**src/rtl/muldiv_pkg.sv**
```systemverilog
// Shared definitions for the MIPS multiply/divide unit: op codes, FSM states, iteration count.
package muldiv_pkg;

  localparam int unsigned MULDIV_ITERS = 32;

  typedef enum logic [2:0] {
    MD_NOP   = 3'd0,
    MD_MULT  = 3'd1,
    MD_MULTU = 3'd2,
    MD_DIV   = 3'd3,
    MD_DIVU  = 3'd4,
    MD_MTHI  = 3'd5,
    MD_MTLO  = 3'd6
  } md_op_e;

  typedef enum logic [1:0] {
    ST_IDLE = 2'd0,
    ST_MUL  = 2'd1,
    ST_DIV  = 2'd2,
    ST_FIX  = 2'd3
  } md_state_e;

endpackage

```
**src/rtl/muldiv.sv**
```systemverilog
// Iterative MULT/MULTU/DIV/DIVU unit with architectural HI/LO and MTHI/MTLO writes.
// Divide support is compiled in only when MULDIV_DIV_EN is defined.
module muldiv
  import muldiv_pkg::*;
#(
  parameter int unsigned DATA_WIDTH = 32
) (
  input  logic                  clk,
  input  logic                  rst,
  input  logic                  start,
  input  logic [2:0]            op,
  input  logic [DATA_WIDTH-1:0] a,
  input  logic [DATA_WIDTH-1:0] b,
  output logic                  busy,
  output logic                  done,
  output logic [DATA_WIDTH-1:0] hi,
  output logic [DATA_WIDTH-1:0] lo
);

  localparam int unsigned W     = DATA_WIDTH;
  localparam int unsigned CNT_W = $clog2(MULDIV_ITERS);
`ifdef MULDIV_DIV_EN
  localparam int unsigned SUM_W = W + 2;
`else
  localparam int unsigned SUM_W = W + 1;
`endif

  function automatic logic [W-1:0] mag(input logic [W-1:0] x, input logic is_signed);
    return (is_signed && x[W-1]) ? W'(~x + 1'b1) : x;
  endfunction

  function automatic logic [W-1:0] neg_w(input logic [W-1:0] x);
    return W'(~x + 1'b1);
  endfunction

  md_state_e      state_q, state_d;
  logic [CNT_W-1:0] cnt_q, cnt_d;
  logic [2*W-1:0] acc_q, acc_d;
  logic [W-1:0]   mag_b_q, mag_b_d;
  logic           neg_quot_q, neg_quot_d;
  logic [W-1:0]   hi_q, hi_d;
  logic [W-1:0]   lo_q, lo_d;
  logic           busy_q, busy_d;
  logic           done_q, done_d;
`ifdef MULDIV_DIV_EN
  logic           neg_rem_q, neg_rem_d;
  logic           is_div_q, is_div_d;
`endif

  logic [W:0]       add_x, add_y;
  logic             add_cin;
  logic [SUM_W-1:0] add_sum;
  logic [2*W-1:0]   prod;
  logic             signed_op;
  md_op_e           op_e;

  always_comb begin
    state_d    = state_q;
    cnt_d      = cnt_q;
    acc_d      = acc_q;
    mag_b_d    = mag_b_q;
    neg_quot_d = neg_quot_q;
    hi_d       = hi_q;
    lo_d       = lo_q;
    busy_d     = busy_q;
    done_d     = 1'b0;
    signed_op  = 1'b0;
    op_e       = md_op_e'(op);
`ifdef MULDIV_DIV_EN
    neg_rem_d  = neg_rem_q;
    is_div_d   = is_div_q;
`endif

    // Shared adder: shift-add in MUL, 33-bit trial subtract (carry = no borrow) in DIV.
    add_x   = {1'b0, acc_q[2*W-1:W]};
    add_y   = acc_q[0] ? {1'b0, mag_b_q} : '0;
    add_cin = 1'b0;
`ifdef MULDIV_DIV_EN
    if (state_q == ST_DIV) begin
      add_x   = acc_q[2*W-1:W-1];
      add_y   = ~{1'b0, mag_b_q};
      add_cin = 1'b1;
    end
`endif
    add_sum = SUM_W'({1'b0, add_x} + {1'b0, add_y} + (W+2)'(add_cin));
    prod    = neg_quot_q ? (2*W)'(~acc_q + 1'b1) : acc_q;

    case (state_q)
      ST_IDLE: begin
        if (start) begin
          case (op_e)
            MD_MULT, MD_MULTU: begin
              signed_op  = (op_e == MD_MULT);
              acc_d      = {{W{1'b0}}, mag(b, signed_op)};
              mag_b_d    = mag(a, signed_op);
              neg_quot_d = signed_op & (a[W-1] ^ b[W-1]);
              cnt_d      = CNT_W'(MULDIV_ITERS - 1);
              busy_d     = 1'b1;
              state_d    = ST_MUL;
`ifdef MULDIV_DIV_EN
              is_div_d   = 1'b0;
`endif
            end
`ifdef MULDIV_DIV_EN
            MD_DIV, MD_DIVU: begin
              signed_op  = (op_e == MD_DIV);
              acc_d      = {{W{1'b0}}, mag(a, signed_op)};
              mag_b_d    = mag(b, signed_op);
              neg_quot_d = signed_op & (a[W-1] ^ b[W-1]);
              neg_rem_d  = signed_op & a[W-1];
              cnt_d      = CNT_W'(MULDIV_ITERS - 1);
              busy_d     = 1'b1;
              is_div_d   = 1'b1;
              state_d    = ST_DIV;
            end
`endif
            MD_MTHI: hi_d = a;
            MD_MTLO: lo_d = a;
            default: ;
          endcase
        end
      end
      ST_MUL: begin
        acc_d = {add_sum[W:0], acc_q[W-1:1]};
        if (cnt_q == '0) state_d = ST_FIX;
        else             cnt_d   = cnt_q - 1'b1;
      end
`ifdef MULDIV_DIV_EN
      ST_DIV: begin
        if (add_sum[W+1]) acc_d = {add_sum[W-1:0], acc_q[W-2:0], 1'b1};
        else              acc_d = {acc_q[2*W-2:0], 1'b0};
        if (cnt_q == '0) state_d = ST_FIX;
        else             cnt_d   = cnt_q - 1'b1;
      end
`endif
      ST_FIX: begin
`ifdef MULDIV_DIV_EN
        if (is_div_q) begin
          lo_d = neg_quot_q ? neg_w(acc_q[W-1:0])   : acc_q[W-1:0];
          hi_d = neg_rem_q  ? neg_w(acc_q[2*W-1:W]) : acc_q[2*W-1:W];
        end else begin
          hi_d = prod[2*W-1:W];
          lo_d = prod[W-1:0];
        end
`else
        hi_d = prod[2*W-1:W];
        lo_d = prod[W-1:0];
`endif
        busy_d  = 1'b0;
        done_d  = 1'b1;
        state_d = ST_IDLE;
      end
      default: state_d = ST_IDLE;
    endcase
  end

  always_ff @(posedge clk or posedge rst) begin
    if (rst) begin
      state_q    <= ST_IDLE;
      cnt_q      <= '0;
      acc_q      <= '0;
      mag_b_q    <= '0;
      neg_quot_q <= 1'b0;
      hi_q       <= '0;
      lo_q       <= '0;
      busy_q     <= 1'b0;
      done_q     <= 1'b0;
`ifdef MULDIV_DIV_EN
      neg_rem_q  <= 1'b0;
      is_div_q   <= 1'b0;
`endif
    end else begin
      state_q    <= state_d;
      cnt_q      <= cnt_d;
      acc_q      <= acc_d;
      mag_b_q    <= mag_b_d;
      neg_quot_q <= neg_quot_d;
      hi_q       <= hi_d;
      lo_q       <= lo_d;
      busy_q     <= busy_d;
      done_q     <= done_d;
`ifdef MULDIV_DIV_EN
      neg_rem_q  <= neg_rem_d;
      is_div_q   <= is_div_d;
`endif
    end
  end

  assign busy = busy_q;
  assign done = done_q;
  assign hi   = hi_q;
  assign lo   = lo_q;

endmodule

```
**config.mk**
```make
export PLATFORM = sky130hd
export DESIGN_NAME = muldiv
export DESIGN_NICKNAME = d
export VERILOG_FILES = /design/src/rtl/muldiv_pkg.sv /design/src/rtl/muldiv.sv
export SDC_FILE = /design/constraint.sdc
export NUM_CORES = 1
export LEC_CHECK = 0
export ABC_AREA = 1
export BUFFER_PORTS_ARGS = -buffer_cell sky130_fd_sc_hd__buf_4
export CAP_MARGIN = 20
export CORE_MARGIN = 10
export CORE_UTILIZATION = 43
export DETAILED_ROUTE_END_ITERATION = 10
export GPL_TIMING_DRIVEN = 1
export PLACE_DENSITY = 0.69
export SYNTH_ARGS = -nofsm -noshare
export SYNTH_HDL_FRONTEND = slang
export SYNTH_SLANG_ARGS = --single-unit
```
**constraint.sdc**
```tcl
create_clock -name clk -period 14.4 [get_ports clk]
set_input_delay 0 -clock clk [delete_from_list [all_inputs] [get_ports clk]]
set_output_delay 0 -clock clk [all_outputs]
set_load 0.02 [all_outputs]
```
==> Word-level counts from Yosys, hierarchy flattened <==
Index checks and enable logic that the tools add are counted.
{ "totals": {"register_bits": 170, "inputBits": 70, "out_inout_bits": 66, "word_cells": 70} }
{ "classes": {"add_sub_neg": 5, "eq_ne": 12, "n_mux": 25, "n_bitwise": 5, "reduce_logical": 14} }
{ "ops": {"columns": ["op", "n"], "rows": [
  ["$mux W32", 7],
  ["$mux W64", 3],
  ["$pmux W32 S2", 2],
  ["$pmux W64 S2", 1],
  ["$add A32 B1 Y32 const B", 2],
  ["$add A64 B1 Y64 const B", 1],
  ["$not A32 Y32", 2],
  ["$not A64 Y64", 1],
  ["$add A32 B32 Y33", 1],
  ["$reduce_and A3 Y1", 6],
  ["$mux W5", 3],
  ["$pmux W5 S2", 1],
  ["$eq A3 B3 Y1 const B", 2],
  ["$mux W2", 3],
  ["$ne A2 B1 Y1 const B", 3],
  ["$ne A2 B2 Y1 const B", 3],
  ["$logic_not A5 Y1", 1],
  ["$sub A5 B1 Y5 const B", 1],
  ["$pmux W2 S2", 1],
  ["$reduce_and A4 Y1", 1],
  ["$reduce_bool A2 Y1", 2],
  ["$eq A3 B1 Y1 const B", 1],
  ["$eq A3 B2 Y1 const B", 1],
  ["$mux W1", 3],
  ["other kinds (8)", 9]
]} }

==> Logic depth before layout (Yosys ltp) <==
{ "depth": {"ltp_word": 6, "mapped_depth": 18, "depth_no_buf": 16} }

==> Least setup slack after synthesis <==
No wires, ideal clock.
{ "synth_timing": {"path_type": "reg-to-reg", "from": "register acc_q[0]", "to": "register acc_q[47]", "setup_time_ns": 0.126, "arrival_time_ns": 2.176, "t_required_ns": 14.274, "path_slack_ns": 12.098, "path_stages_with_launch": 18, "path_buffers": 2, "synth_period_minus_slack_ns": 2.302, "path_cell_list": "dfrtp_1 -> buf_2 -> clkbuf_1 -> nand2_1 -> inv_1 -> ha_1 -> inv_1 -> fa_1 -> inv_1 -> nand3_1 -> nand3_1 -> nand2_1 -> nand2_1 -> nand3_1 -> nand2_1 -> nand2_1 -> nand2_1 -> o21ai_0"} }
{ "synth_via": {"elab_chain_len": 3} }
{ "synth_rtl": {"columns": ["item", "line", "rtl"], "rows": [
  ["from (decl)", "muldiv.sv:38", "logic [2*W-1:0] acc_q, acc_d;"],
  ["from (signal assigned)", "muldiv.sv:161", "acc_q <= '0;"],
  ["from (signal assigned)", "muldiv.sv:175", "acc_q <= acc_d;"],
  ["$mux W32", "muldiv.sv:76", "add_y = acc_q[0] ? {1'b0, mag_b_q} : '0;"],
  ["$add A32 B32 Y33", "muldiv.sv:85", "add_sum = SUM_W'({1'b0, add_x} + {1'b0, add_y} + (W+2)'(add_cin));"],
  ["$pmux W64 S2", "muldiv.sv:88", "case (state_q)"]
]} }
Every way passes these cells.
A chain may end at the register's enable or synchronous reset.

==> Worst setup path in the final report <==
{ "layout_timing": {"from": "register acc_q[0]", "to": "register acc_q[51]"} }
The elaborated chain is that of the path after synthesis.

==> results.tsv <==
stage	metric	value	unit
cts	Clock Path Buffers	2	
placement	Area after DPL	0.0154	mm²
placement	hpwl dp	42700	µm
finish	final non-filler cell area	0.0166	mm²
sta	measured slew at the worst slew-check pin	956	ps
logic_synthesis	Yosys warnings	0	
min_path	Hold WC Path Type	input port to flop	
logic_synthesis	synthesized area	0.0141	mm²
die	initial core utilization	43.4	%
critical_path	CP Capture Type	flop	
drt	initial DRC count	1822	
global_route	first-pass GRT wire length	85900	µm
cts	post_cts resized	0	
global_route	GR Overflow Total	0	
logic_synthesis	share of the synthesized area in the top cell type	30.2	%
sta	final count of pins violating max slew	0	
critical_path	critical path launch point type	flop	
drt	vias per cell	5.47	
cts	Worst-path clk slew	80	ps
die	row count	66	
drt	met3 wire len	5480	µm
drt	Detail Route met2 WL	23400	µm
run	max_cap viols	0	
logic_synthesis	Main synth FF type	dfrtp_1	
sta	Fin Setup TNS	0	ps
drt	highest routed layer	met4	
die	die area	0.0404	mm²
placement	dpl cells	2834	
die	Die X	201	µm
global_route	GRT Resource Usage Total	26.8	%
placement	pre-CTS WS	11660	ps
pwr	leak pwr	8.87	nW
logic_synthesis	post-synthesis sequential area ratio	30.2	%
die	I/O pin cnt	136	
drt	Metal-1 WL	24600	µm
sta	minimum clock period	2770	ps
logic_synthesis	number of synthesized register bits	170	
logic_synthesis	Synthesized Nets	2427	
pwr	PwrDens	204	mW/mm²
cts	CTS Root Cell	clkbuf_16	
pwr	P_sw	1.79	mW
critical_path	CP required	14700	ps
critical_path	Data arrival, critical path	3070	ps
drt	Routed wire per std cell	18.8	µm
logic_synthesis	cell taking the most area after synthesis	dfrtp_1	
cts	CTS Hold Bufs	65	
drt	DRT antenna net count	0	
sta	fin crit share	19.3	%
pwr	Int Pwr	1.61	mW
drt	drt drc	0	
sta	Final WS setup	11630	ps
logic_synthesis	Post-Syn Instances	2319	
placement	Port Buffers	135	
pwr	Max IR drop VDD	0.000133	V
logic_synthesis	Async SR Flop Fraction	100	%
cts	setup bufs post-CTS	0	
sta	unrepaired setup endpoints after global routing	false	
sta	Hold Slack	14.9	ps
sta	Max Clock Freq	360	MHz
die	area of the core	0.0325	mm²
drt	number of detailed-route iterations in the first pass	5	
sta	clk_skew	13.0	ps
pwr	combinational fraction of design power	55.7	%
finish	Finished Layout Cells	2931	
outcome	status	finished clean	
logic_synthesis	Synth cell types	55	
cts	clock sink count	170	
logic_synthesis	EDFF count, synth	0	
logic_synthesis	Syn Area/Cell	6.07	µm²
global_route	vias in the first global route	14900	
cts	Clk Latency, worst-skew pair	450	ps
finish	Reg area	0.00426	mm²
drt	Via Count	16000	
pwr	Seq pwr share	29.7	%
finish	layout cell share with drive strength beyond 1	9.60	%
finish	Area Overhead vs Synth	18.2	%
die	DIE HEIGHT	201	µm
cts	total CTS buffers	17	
cts	CTS tree	yes	
sta	final count of hold timing violations	0	
sta	Final setup violation count	0	
global_route	initial antenna violation count	0	
finish	Final nets	2584	
drt	final WL	55200	µm
cts	CTS H-Tree Depth	4	
global_route	pin count of the biggest net entering global routing	81	
finish	Multi-input gate area	0.00820	mm²
pwr	Sw Ratio	52.6	%
finish	filler cell count	3373	
sta	worst relative slew slack	36.0	%
logic_synthesis	ranking of synthesized cells by area	dfrtp_1, nand2_1, nand3_1	
pwr	clock share of power	14.6	%
placement	final RePlAce weighted congestion	0.999	
critical_path	Worst Setup Path Type	flop to flop	
finish	antenna diode count	0	
critical_path	worst-path fanout max	32	
[flip-flops by register name (all words and copies together) (netlist names)]
| name | count |
|---|---|
| done | 1 |
| acc_q | 64 |
| neg_quot_q | 1 |
| cnt_q | 5 |
| state_q | 2 |
| lo | 32 |
| busy | 1 |
| hi | 32 |
| mag_b_q | 32 |
[kinds of logic after synthesis]
logic type | synth area share [%]
flops | 30.2
buf+inv | 11.6
xor+xnor | 1.06
compound gates | 12.3
fa+ha+maj | 3.43
simple gates | 41.4
[cell usage in the layout (no fill, tap or decap), types with 6 or more instances in the layout]
master | netlist | final
o21ai_0 | 157 | 157
nor3_1 | 10 | 10
dfrtp_1 | 170 | 169
nand2_2 | 12 | 14
dlygate4sd3_1 | 0 | 65
nor2_2 | 5 | 6
ha_1 | 37 | 37
inv_1 | 334 | 331
o211ai_1 | 22 | 22
buf_4 | 4 | 145
nor2_4 | 6 | 6
o221ai_1 | 7 | 7
or2_2 | 7 | 7
inv_2 | 7 | 9
nor2_1 | 234 | 233
clkbuf_16 | 0 | 17
nand3_1 | 269 | 269
nand2_1 | 786 | 784
a21oi_1 | 56 | 56
o21bai_1 | 10 | 10
inv_6 | 0 | 6
nand4_1 | 26 | 26
xor2_1 | 16 | 16
o21ai_1 | 18 | 18
[power groups by stage]
| stage | clock, mW | sequential, mW | combinational (mW) |
|---|---|---|---|
| floorplan | 0 | 0.971 | 1.19 |
| global placement | 0 | 1.00 | 1.81 |
| detailed placement | 0 | 0.990 | 1.85 |
| CTS | 0.498 | 0.990 | 1.87 |
| global route | 0.518 | 1.02 | 2.10 |
| finish | 0.496 | 1.01 | 1.89 |
[worst paths after layout]
check / depth (start not counted) / to / slack, ps / from
worst max-delay path: 16 / acc_q[51]$_DFFE_PP0P_ / 11630 / acc_q[0]$_DFFE_PP0P_
max in group asynchronous: 4 / neg_quot_q$_DFFE_PP0P_ / 12980 / rst
worst min-delay path: 5 / hi[0]$_DFFE_PP0P_ / 10 / op[2]
min in group asynchronous: 3 / acc_q[22]$_DFFE_PP0P_ / 170 / rst
worst max register to register: 16 / acc_q[51]$_DFFE_PP0P_ / 11630 / acc_q[0]$_DFFE_PP0P_
worst min register to register: 2 / mag_b_q[14]$_DFFE_PP0P_ / 480 / mag_b_q[14]$_DFFE_PP0P_
[critical path: stages, from the launching register on]
cell,delay (ps)
dfrtp_1,400
buf_4,390
nand2_1,100
inv_1,70
ha_1,210
inv_1,70
fa_1,390
inv_1,130
nand3_1,80
nand3_1,160
nand2_1,80
nand3_1,150
nand2_1,100
nand2_1,70
nand2_1,40
nand3_1,60
o21ai_0,90
[synthesized netlist by cell type (5+ instances only)]
library cell and instances:
o221ai_1 7, inv_2 7, nor2_2 5, a21oi_1 56, buf_1 9, nand2_2 12, nor2_4 6, o31ai_1 5
xor2_1 16, o21bai_1 10, buf_2 31, nor3_1 10, o22ai_1 5, dfrtp_1 170, o21ai_1 18, o21ai_0 157
or2_2 7, o21ai_2 5, clkbuf_1 24, nand3_4 5, nand4_1 26, inv_1 334, o211ai_1 22, ha_1 37
nor2_1 234, nand3_1 269, nand2_1 786
[per-layer routing]
metal,GRT usage (%),vias to the layer above
met5,0,-
met4,9.49,0
met3,4.44,87
met2,39.5,768
met1,38.4,7493
li1,-,7684
[through the flow]
step           util, %  total power, mW
2_1_floorplan        -             2.16
6_report          51.3             3.39
3_3_place_gp      47.4             2.81
5_1_grt           51.3             3.64
3_5_place_dp      47.4             2.83
4_1_cts           51.3             3.36
[final cells by class]
class	instances	share of cell area, %
clock inverters	14	1.07
flip-flops and latches	170	25.6
repair buffers	210	10.4
clock buffers	18	2.58
multi-input cells	1735	49.3
inverters	342	7.75
well taps	442	3.32
(Power assumes the default switching activity.)
